**config.mk**
```make
export PLATFORM = sky130hd
export DESIGN_NAME = ec_fp_inv_fermat
export DESIGN_NICKNAME = d
export VERILOG_FILES = /design/src/rtl/ec_pkg.sv /design/src/rtl/ec_fp_inv_fermat.sv
export SDC_FILE = /design/constraint.sdc
export NUM_CORES = 1
export LEC_CHECK = 0
export BUFFER_PORTS_ARGS = -buffer_cell sky130_fd_sc_hd__buf_2
export CAP_MARGIN = 5
export CORE_MARGIN = 8
export CORE_UTILIZATION = 51
export CTS_CLUSTER_DIAMETER = 100
export DETAILED_ROUTE_END_ITERATION = 10
export PLACE_DENSITY_LB_ADDON = 0.2
export SYNTH_ARGS = -nofsm -noshare
export SYNTH_HDL_FRONTEND = slang
export SYNTH_SLANG_ARGS = --single-unit
```
**constraint.sdc**
```tcl
create_clock -name i_clk -period 3.91 [get_ports i_clk]
set_input_delay 0.782 -clock i_clk [delete_from_list [all_inputs] [get_ports i_clk]]
set_output_delay 0.782 -clock i_clk [all_outputs]
set_load 0.01 [all_outputs]
```
**src/rtl/ec_pkg.sv**
```systemverilog
// Shared types and elaboration-time helpers for the EC field-arithmetic layer.
package ec_pkg;

  typedef enum logic [2:0] {
    INV_IDLE,
    INV_SQR_REQ,
    INV_SQR_WAIT,
    INV_MUL_REQ,
    INV_MUL_WAIT,
    INV_NEXT,
    INV_DONE
  } inv_state_t;

  // Position of the highest set bit; 0 for e == 0.
  function automatic int msb_index(input logic [63:0] e);
    int m;
    m = 0;
    for (int i = 0; i < 64; i++) begin
      if (e[i]) m = i;
    end
    return m;
  endfunction

endpackage

```
**src/rtl/ec_fp_inv_fermat.sv**
```systemverilog
// Fp inverse a^(P-2) mod P by left-to-right square-and-multiply on an external multiplier.
// Optional zero bypass with error flag: EC_FP_INV_ZERO_CHECK_EN.
//   state    | meaning
//   IDLE     | ready for an operand
//   SQR_REQ  | request r*r
//   SQR_WAIT | wait for square product
//   MUL_REQ  | request r*a
//   MUL_WAIT | wait for multiply product
//   NEXT     | advance to next exponent bit
//   DONE     | result valid, wait for downstream
module ec_fp_inv_fermat
  import ec_pkg::*;
#(
  parameter int P        = 17,
  parameter int DAT_BITS = $clog2(P),
  parameter int CTL_BITS = 16
) (
  input  logic                i_clk,
  input  logic                i_rst,
  input  logic [DAT_BITS-1:0] i_dat,
  input  logic                i_val,
  input  logic [CTL_BITS-1:0] i_ctl,
  output logic                o_rdy,
  output logic [DAT_BITS-1:0] o_dat,
  output logic [CTL_BITS-1:0] o_ctl,
  output logic                o_err,
  output logic                o_val,
  input  logic                i_rdy,
  output logic [DAT_BITS-1:0] o_mul_dat_a,
  output logic [DAT_BITS-1:0] o_mul_dat_b,
  output logic                o_mul_val,
  input  logic                i_mul_rdy,
  input  logic [DAT_BITS-1:0] i_mul_dat,
  input  logic                i_mul_val,
  output logic                o_mul_rdy
);

  localparam logic [DAT_BITS-1:0] E = DAT_BITS'(P - 2);
  localparam int MSB = msb_index(64'(E));
  localparam int IDX_BITS = (DAT_BITS > 1) ? $clog2(DAT_BITS) : 1;
  localparam logic [IDX_BITS-1:0] IDX_START = IDX_BITS'((MSB > 0) ? MSB - 1 : 0);

  inv_state_t state, state_nxt;
  logic [DAT_BITS-1:0] a_q, r_q;
  logic [CTL_BITS-1:0] ctl_q;
  logic [IDX_BITS-1:0] idx_q;
  logic                rdy_idle;
  logic                skip_exp;

`ifdef EC_FP_INV_ZERO_CHECK_EN
  logic err_q;

  assign skip_exp = (MSB == 0) || (i_dat == '0);
  assign o_err    = err_q;

  always_ff @(posedge i_clk or posedge i_rst) begin
    if (i_rst) begin
      err_q <= 1'b0;
    end else if (state == INV_IDLE && i_val) begin
      err_q <= (i_dat == '0);
    end
  end
`else
  assign skip_exp = (MSB == 0);
  assign o_err    = 1'b0;
`endif

  always_ff @(posedge i_clk or posedge i_rst) begin
    if (i_rst) begin
      state <= INV_IDLE;
    end else begin
      state <= state_nxt;
    end
  end

  always_ff @(posedge i_clk or posedge i_rst) begin
    if (i_rst) begin
      a_q   <= '0;
      r_q   <= '0;
      ctl_q <= '0;
      idx_q <= '0;
    end else begin
      case (state)
        INV_IDLE: begin
          if (i_val) begin
            a_q   <= i_dat;
            r_q   <= i_dat;
            ctl_q <= i_ctl;
            idx_q <= IDX_START;
          end
        end
        INV_SQR_WAIT, INV_MUL_WAIT: begin
          if (i_mul_val) r_q <= i_mul_dat;
        end
        INV_NEXT: begin
          if (idx_q != '0) idx_q <= idx_q - IDX_BITS'(1);
        end
        default: ;
      endcase
    end
  end

  always_comb begin
    state_nxt = state;
    rdy_idle  = 1'b0;
    o_mul_val = 1'b0;
    o_mul_rdy = 1'b0;
    o_val     = 1'b0;
    case (state)
      INV_IDLE: begin
        rdy_idle = 1'b1;
        if (i_val) state_nxt = skip_exp ? INV_DONE : INV_SQR_REQ;
      end
      INV_SQR_REQ: begin
        o_mul_val = 1'b1;
        if (i_mul_rdy) state_nxt = INV_SQR_WAIT;
      end
      INV_SQR_WAIT: begin
        o_mul_rdy = 1'b1;
        if (i_mul_val) state_nxt = E[idx_q] ? INV_MUL_REQ : INV_NEXT;
      end
      INV_MUL_REQ: begin
        o_mul_val = 1'b1;
        if (i_mul_rdy) state_nxt = INV_MUL_WAIT;
      end
      INV_MUL_WAIT: begin
        o_mul_rdy = 1'b1;
        if (i_mul_val) state_nxt = INV_NEXT;
      end
      INV_NEXT: begin
        state_nxt = (idx_q == '0) ? INV_DONE : INV_SQR_REQ;
      end
      INV_DONE: begin
        o_val = 1'b1;
        if (i_rdy) state_nxt = INV_IDLE;
      end
      default: state_nxt = INV_IDLE;
    endcase
  end

  // Ready is suppressed while reset is asserted even though the state already reads IDLE.
  assign o_rdy       = rdy_idle & ~i_rst;
  assign o_dat       = r_q;
  assign o_ctl       = ctl_q;
  assign o_mul_dat_a = r_q;
  assign o_mul_dat_b = (state == INV_MUL_REQ) ? a_q : r_q;

endmodule

```
==> results.cfg, run 1 <==
[yosys]
syn_area_mm2 = 0.00163
synth-edff-count = 0
synth_seq_cells = 32
synth_cell_types = 31
yosysWarnings = 0
synth_compound_area_frac = 0.0499
ys.flop_type = dfrtp_1
netlist_top_cells_area = dfrtp_1 49%, mux2_2 25%, buf_4 3.2%, buf_6 2.1%, ha_1 1.5%
avgSynthCellArea_um2 = 12.9
synth.most_common_cell = mux2_2
synth_top_family_by_area = multiplexers
synth_nets = 160
synth_xor_area_frac = 0.0108
synth_commonest_cells = 36 x mux2_2, 32 x dfrtp_1, 7 x buf_4, 5 x inv_1, 5 x nand2_1
syn_inst = 126
yosys.area_share.adder = 0.0154
async_flop_share = 1.00
synth_area_leader_cell = dfrtp_1
yosysTopAreaCellShare = 0.492
yosysSeqAreaShare = 0.492
muxShareOfSynthArea = 0.275
synth-simple-area-share = 0.0876

[timing]
setup_tns_ns = 0
clock_skew_ns = 0.00824
finalCritPeriodShare = 0.714
slew_viol_final = 0
relSlewSlack = 0.429
rsz0062_at_grt = false
hold_viol_final = 0
setup_violations = 0
tightest_slew_ns = 0.855
min_period_ns = 2.79
timing.fmax_mhz = 358

[cts]
htreeDepth = 2
worstSkewPairLatency_ns = 0.33
cts_num_sinks = 32
holdBufCountCts = 0
clk_pin_slew_ns = 0.10
cts_buffer_depth = 2
cts_tree = yes
cts_resized = 0
postCtsSetupRepairBufs = 0
cts_root_buf = clkbuf_4
cts_made_buffers = 5

[global_routing]
grt_use_met3 = 0.0758
grt_pass1_wl_um = 5840
grt-ovfl-total = 0
grt_max_degree = 24
grt_use_met1 = 0.141
grt_busiest_layer = met2
use_met2 = 0.247
grt_usage = 0.144
grt_pass1_vias = 1275
antenna_found_initial = 0

[worst_setup_path]
path_class = reg -> out
worstPathRequired_ns = 3.13
r2r_end = o_ctl[5]
reg2reg_depth = 3
crit_arrival_ns = 2.01
cp-end-kind = output pin
worst_setup_path_start_kind = register
path_max_fanout = 15
crit_start = state[2]
r2r_slack_ns = 1.74
r2r_start = state[2]

[worst_hold_path]
hold_depth = 1
hold_path_class = reg -> reg
min_to = o_ctl[0]
holdCritStartpoint = o_ctl[0]

[drt]
vias_per_cell = 5.10
avgRoutedWirePerCell_um = 15.4
vias = 1198
drt_iter0_markers = 28
routed_wl_um = 3630
dr.pass1.iters = 4
drc_errors = 0
final_antenna_net_count = 0

[power_and_ir_drop]
ir_worst_vdd_v = 0.000448
p_leak_nw = 0.995
p_per_area_mw_per_mm2 = 858
power_w = 0.00175

[finish]
finish.utilization = 0.666
fin_area_mm2 = 0.00203
n_antenna_cell = 0
layout.nets = 224
areaGrowthSynthToFinish_pct = 24.8
drive_gt1_frac = 0.618

[placed_design]
dpl_cell_area_mm2 = 0.00194
dp_hpwl_um = 2870
gp_congestion = 0.812
numPortBuffers = 66

[die]
start_util = 0.534
core_area_mm2 = 0.00305
fp-row-count = 20
die_x_um = 72.5
dieHeight_um = 72.5
die_area_mm2 = 0.00526
io_pins = 68

[status]
status = completed

[run]
cap_violations = 0
flip-flops by register name, indices dropped and copies added (netlist names):
register / cells
a_q: 5
o_ctl: 16
o_dat: 5
state: 3
idx_q: 3
layer usage:
layer | vias up | share of wire
met5 | - | 0
met4 | 0 | 0.019
met3 | 8 | 0.092
met2 | 46 | 0.51
met1 | 570 | 0.38
li1 | 574 | -
critical path, stage by stage (launching register included):
cell	delay, ns
dfrtp_1	0.66
nand2b_1	0.23
inv_1	0.06
nand2_1	0.23
mux2_2	0.37
buf_2	0.14
area by class of cell:
| class | count | area, um^2 |
|---|---|---|
| inverter | 5 | 18.8 |
| sequential | 32 | 801 |
| clock inverter | 1 | 30.0 |
| fill | 256 | 1020 |
| clock buffer | 7 | 65.1 |
| multi-input combinational | 78 | 718 |
| tap | 44 | 55.1 |
| timing repair buffer | 68 | 345 |
cell families (layout without fill, tap and decap cells):
| kind of cell | count (synthesis) | after routing |
|---|---|---|
| xor gates and xnor gates | 2 | 2 |
| muxes | 40 | 40 |
| AOI/OAI and AO/OA | 11 | 11 |
| other | 1 | 1 |
| and+or+nand+nor | 22 | 22 |
| buffers and inverters | 16 | 81 |
| adders and majority gates | 2 | 2 |
| DFF | 32 | 32 |
placed cells by master, fill, tap and decap left out, types with 2 or more instances in the layout:
cell      Yosys  layout
ha_1          2       2
nand2b_1      3       3
o21ai_0       4       4
mux2_1        2       2
o32ai_1       2       2
and2b_2       2       2
nor2_1        4       4
inv_1         5       5
buf_2         1      66
clkbuf_4      0       5
mux2_2       36      36
dfrtp_1      32      32
nand2_1       5       5
clkbuf_8      0       2
buf_4         7       2
mux2i_1       2       2
power by group:
group	switching [W]	total (W)	leakage [nW]	internal, W
sequential	0.000144	0.000641	0.382	0.000497
combinational	0.000384	0.000823	0.562	0.000440
clock	0.000111	0.000281	0.0515	0.000170
how the worst max path moves through the flow:
stage	endpoint	depth (start not counted)
final	o_mul_dat_b[1]	5
after global routing	o_mul_dat_b[1]	5
after CTS	o_mul_dat_b[1]	5
after detailed placement	o_mul_dat_b[1]	5
after global placement	o_mul_dat_b[0]	5
after floorplan	o_mul_dat_b[0]	4
stage by stage:
stage | cells | worst slack, ns | hold slack, ns
floorplan | 126 | 1.90 | 0.454
global placement | 227 | 1.51 | 0.465
detailed placement | 227 | 1.47 | 0.471
CTS | 235 | 1.09 | 0.493
global route | 235 | 0.949 | 0.514
finish | 235 | 1.12 | 0.490
Power figures use the tool's default switching activity.
==> inputs of run 2 (changes only) <==
CORE_UTILIZATION = 47   (was 51)
clock period = 2.61 ns   (was 3.91 ns; I/O delays follow)
==> run 2 against run 1 <==
Effect of this change: sequential power up 45%; global-route usage down 0.41 points; die area grew 6.6%; worst setup slack worse by 0.92 ns; final cell count grew 1.3%; routed wire length is essentially flat; critical endpoint is now o_mul_dat_b[2]; clock skew is 0.0090 ns higher; first-iteration DRC count up 46%.
==> results.cfg, run 2 (synthesis results as in run 1) <==
[status]
status = completed

[placed_design]
pre_cts_ws_ns = 0.522
gp_congestion = 0.723
dp_hpwl_um = 2850
placed_cells = 230
numPortBuffers = 66

[timing]
timing.fmax_mhz = 414
layout_setup_ws_ns = 0.195
min_period_ns = 2.42
setup_tns_ns = 0
rsz0062_at_grt = false
clock_skew_ns = 0.0172
relSlewSlack = 0.617
hold_viol_final = 0
slew_viol_final = 0
tightest_slew_ns = 0.574
setup_violations = 0
finalCritPeriodShare = 0.925

[finish]
drive_gt1_frac = 0.615
largest_register_ffs = 16
fin_cells = 238
final_common_cell = buf_2
areaGrowthSynthToFinish_pct = 23.4
finish.utilization = 0.603
fillCellCount = 295
n_antenna_cell = 0
layout_common_cells = 66 x buf_2, 36 x mux2_2, 32 x dfrtp_1
layout.nets = 225

[cts]
cts_resized = 0
cts_root_buf = clkbuf_4
cts_num_sinks = 32
postCtsSetupRepairBufs = 0
htreeDepth = 2
cts_made_buffers = 5
worstSkewPairLatency_ns = 0.33
cts_buffer_depth = 2
clk_pin_slew_ns = 0.11
cts_tree = yes
holdBufCountCts = 0

[drt]
final_antenna_net_count = 0
drc_errors = 0
vias_per_cell = 5.05
dr.pass1.iters = 4
drt_iter0_markers = 41
routed_wl_um = 3630
vias = 1201
avgRoutedWirePerCell_um = 15.2

[global_routing]
grt_max_degree = 25
grt_pass1_vias = 1264
grt_usage = 0.139
antenna_found_initial = 0
grt-ovfl-total = 0
grt_pass1_wl_um = 5940

[worst_setup_path]
worstPathRequired_ns = 2.09
slowest_delay_ns = 0.62
crit_path_top_delay_cell = dfrtp_1
path_class = reg -> out
crit_arrival_ns = 1.89
cp-end-kind = output pin
critPathBufInv = 2
cp.depth = 5
path_max_fanout = 14
crit_chain = nand2b_1 -> inv_1 -> nand2_1 -> mux2_2 -> buf_2
reg2reg_depth = 4
worst_setup_path_start_kind = register
crit_family = flip-flops

[power_and_ir_drop]
ir_worst_vdd_v = 0.000581
p_int_w = 0.00154
p_per_area_mw_per_mm2 = 1240
p_leak_nw = 0.980
clkPwrFrac = 0.120
netSwitchingFraction = 0.383
pwr-share-seq = 0.373
switching_power_w = 0.000955
power_w = 0.00250
pwr-share-comb = 0.507

[die]
die_x_um = 74.9
die_area_mm2 = 0.00561
dieHeight_um = 74.9
start_util = 0.488
core_area_mm2 = 0.00334
io_pins = 68
fp-row-count = 21

[worst_hold_path]
hold_path_class = in -> async

[run]
cap_violations = 0
==> run 2: layout make-up <==
cell class / count / area, um^2 / area share
tap: 46 / 57.6 / 0.0286
inverter: 5 / 18.8 / 0.00933
sequential: 32 / 801 / 0.398
clock buffer: 7 / 55.1 / 0.0274
multi-input combinational: 78 / 718 / 0.357
clock inverter: 1 / 7.51 / 0.00373
timing repair buffer: 69 / 353 / 0.175
==> run 2: per-stage QoR <==
step / cell area [um^2] / hold WS (ns)
5_1_grt: 2010 / 0.293
3_3_place_gp: 1950 / 0.462
2_1_floorplan: 1630 / 0.454
3_5_place_dp: 1950 / 0.469
4_1_cts: 2010 / 0.261
6_report: 2010 / 0.240
==> run 2: power by group through the flow <==
stage | registers [W] | clock network (W) | logic, W
global placement | 0.000929 | 0 | 0.00125
detailed placement | 0.000945 | 0 | 0.00130
finish | 0.000932 | 0.000300 | 0.00127
floorplan | 0.000980 | 0 | 0.000872
CTS | 0.000939 | 0.000312 | 0.00130
global route | 0.000973 | 0.000335 | 0.00140
==> run 2: worst paths after layout <==
check | startpoint | endpoint | slack (ns)
worst min register to register | o_ctl[0] | o_ctl[0] | 0.49
min in group i_clk | i_ctl[0] | o_ctl[0] | 0.41
worst max-delay path | state[0] | o_mul_dat_b[2] | 0.19
worst max register to register | state[1] | o_dat[4] | 0.74
max in group asynchronous | i_rst | idx_q[1] | 1.71
worst min-delay path | i_rst | o_ctl[12] | 0.24
==> run 2: metal layers <==
layer  global-route usage  up-vias  routed length, um
met5                    0        -                  0
met4               0.0587        0                 48
met3               0.0599        5                412
met2                0.214       50               1610
met1                0.166      573               1550
li1                     -      573                  -
==> run 2: worst register-to-register path: cells and delay by family (launching register included) <==
family,cells,cell delay (ns)
AO/OA/AOI/OAI,1,0.16
flip-flops,1,0.64
multiplexers,2,0.60
AND/OR/NAND/NOR,1,0.37
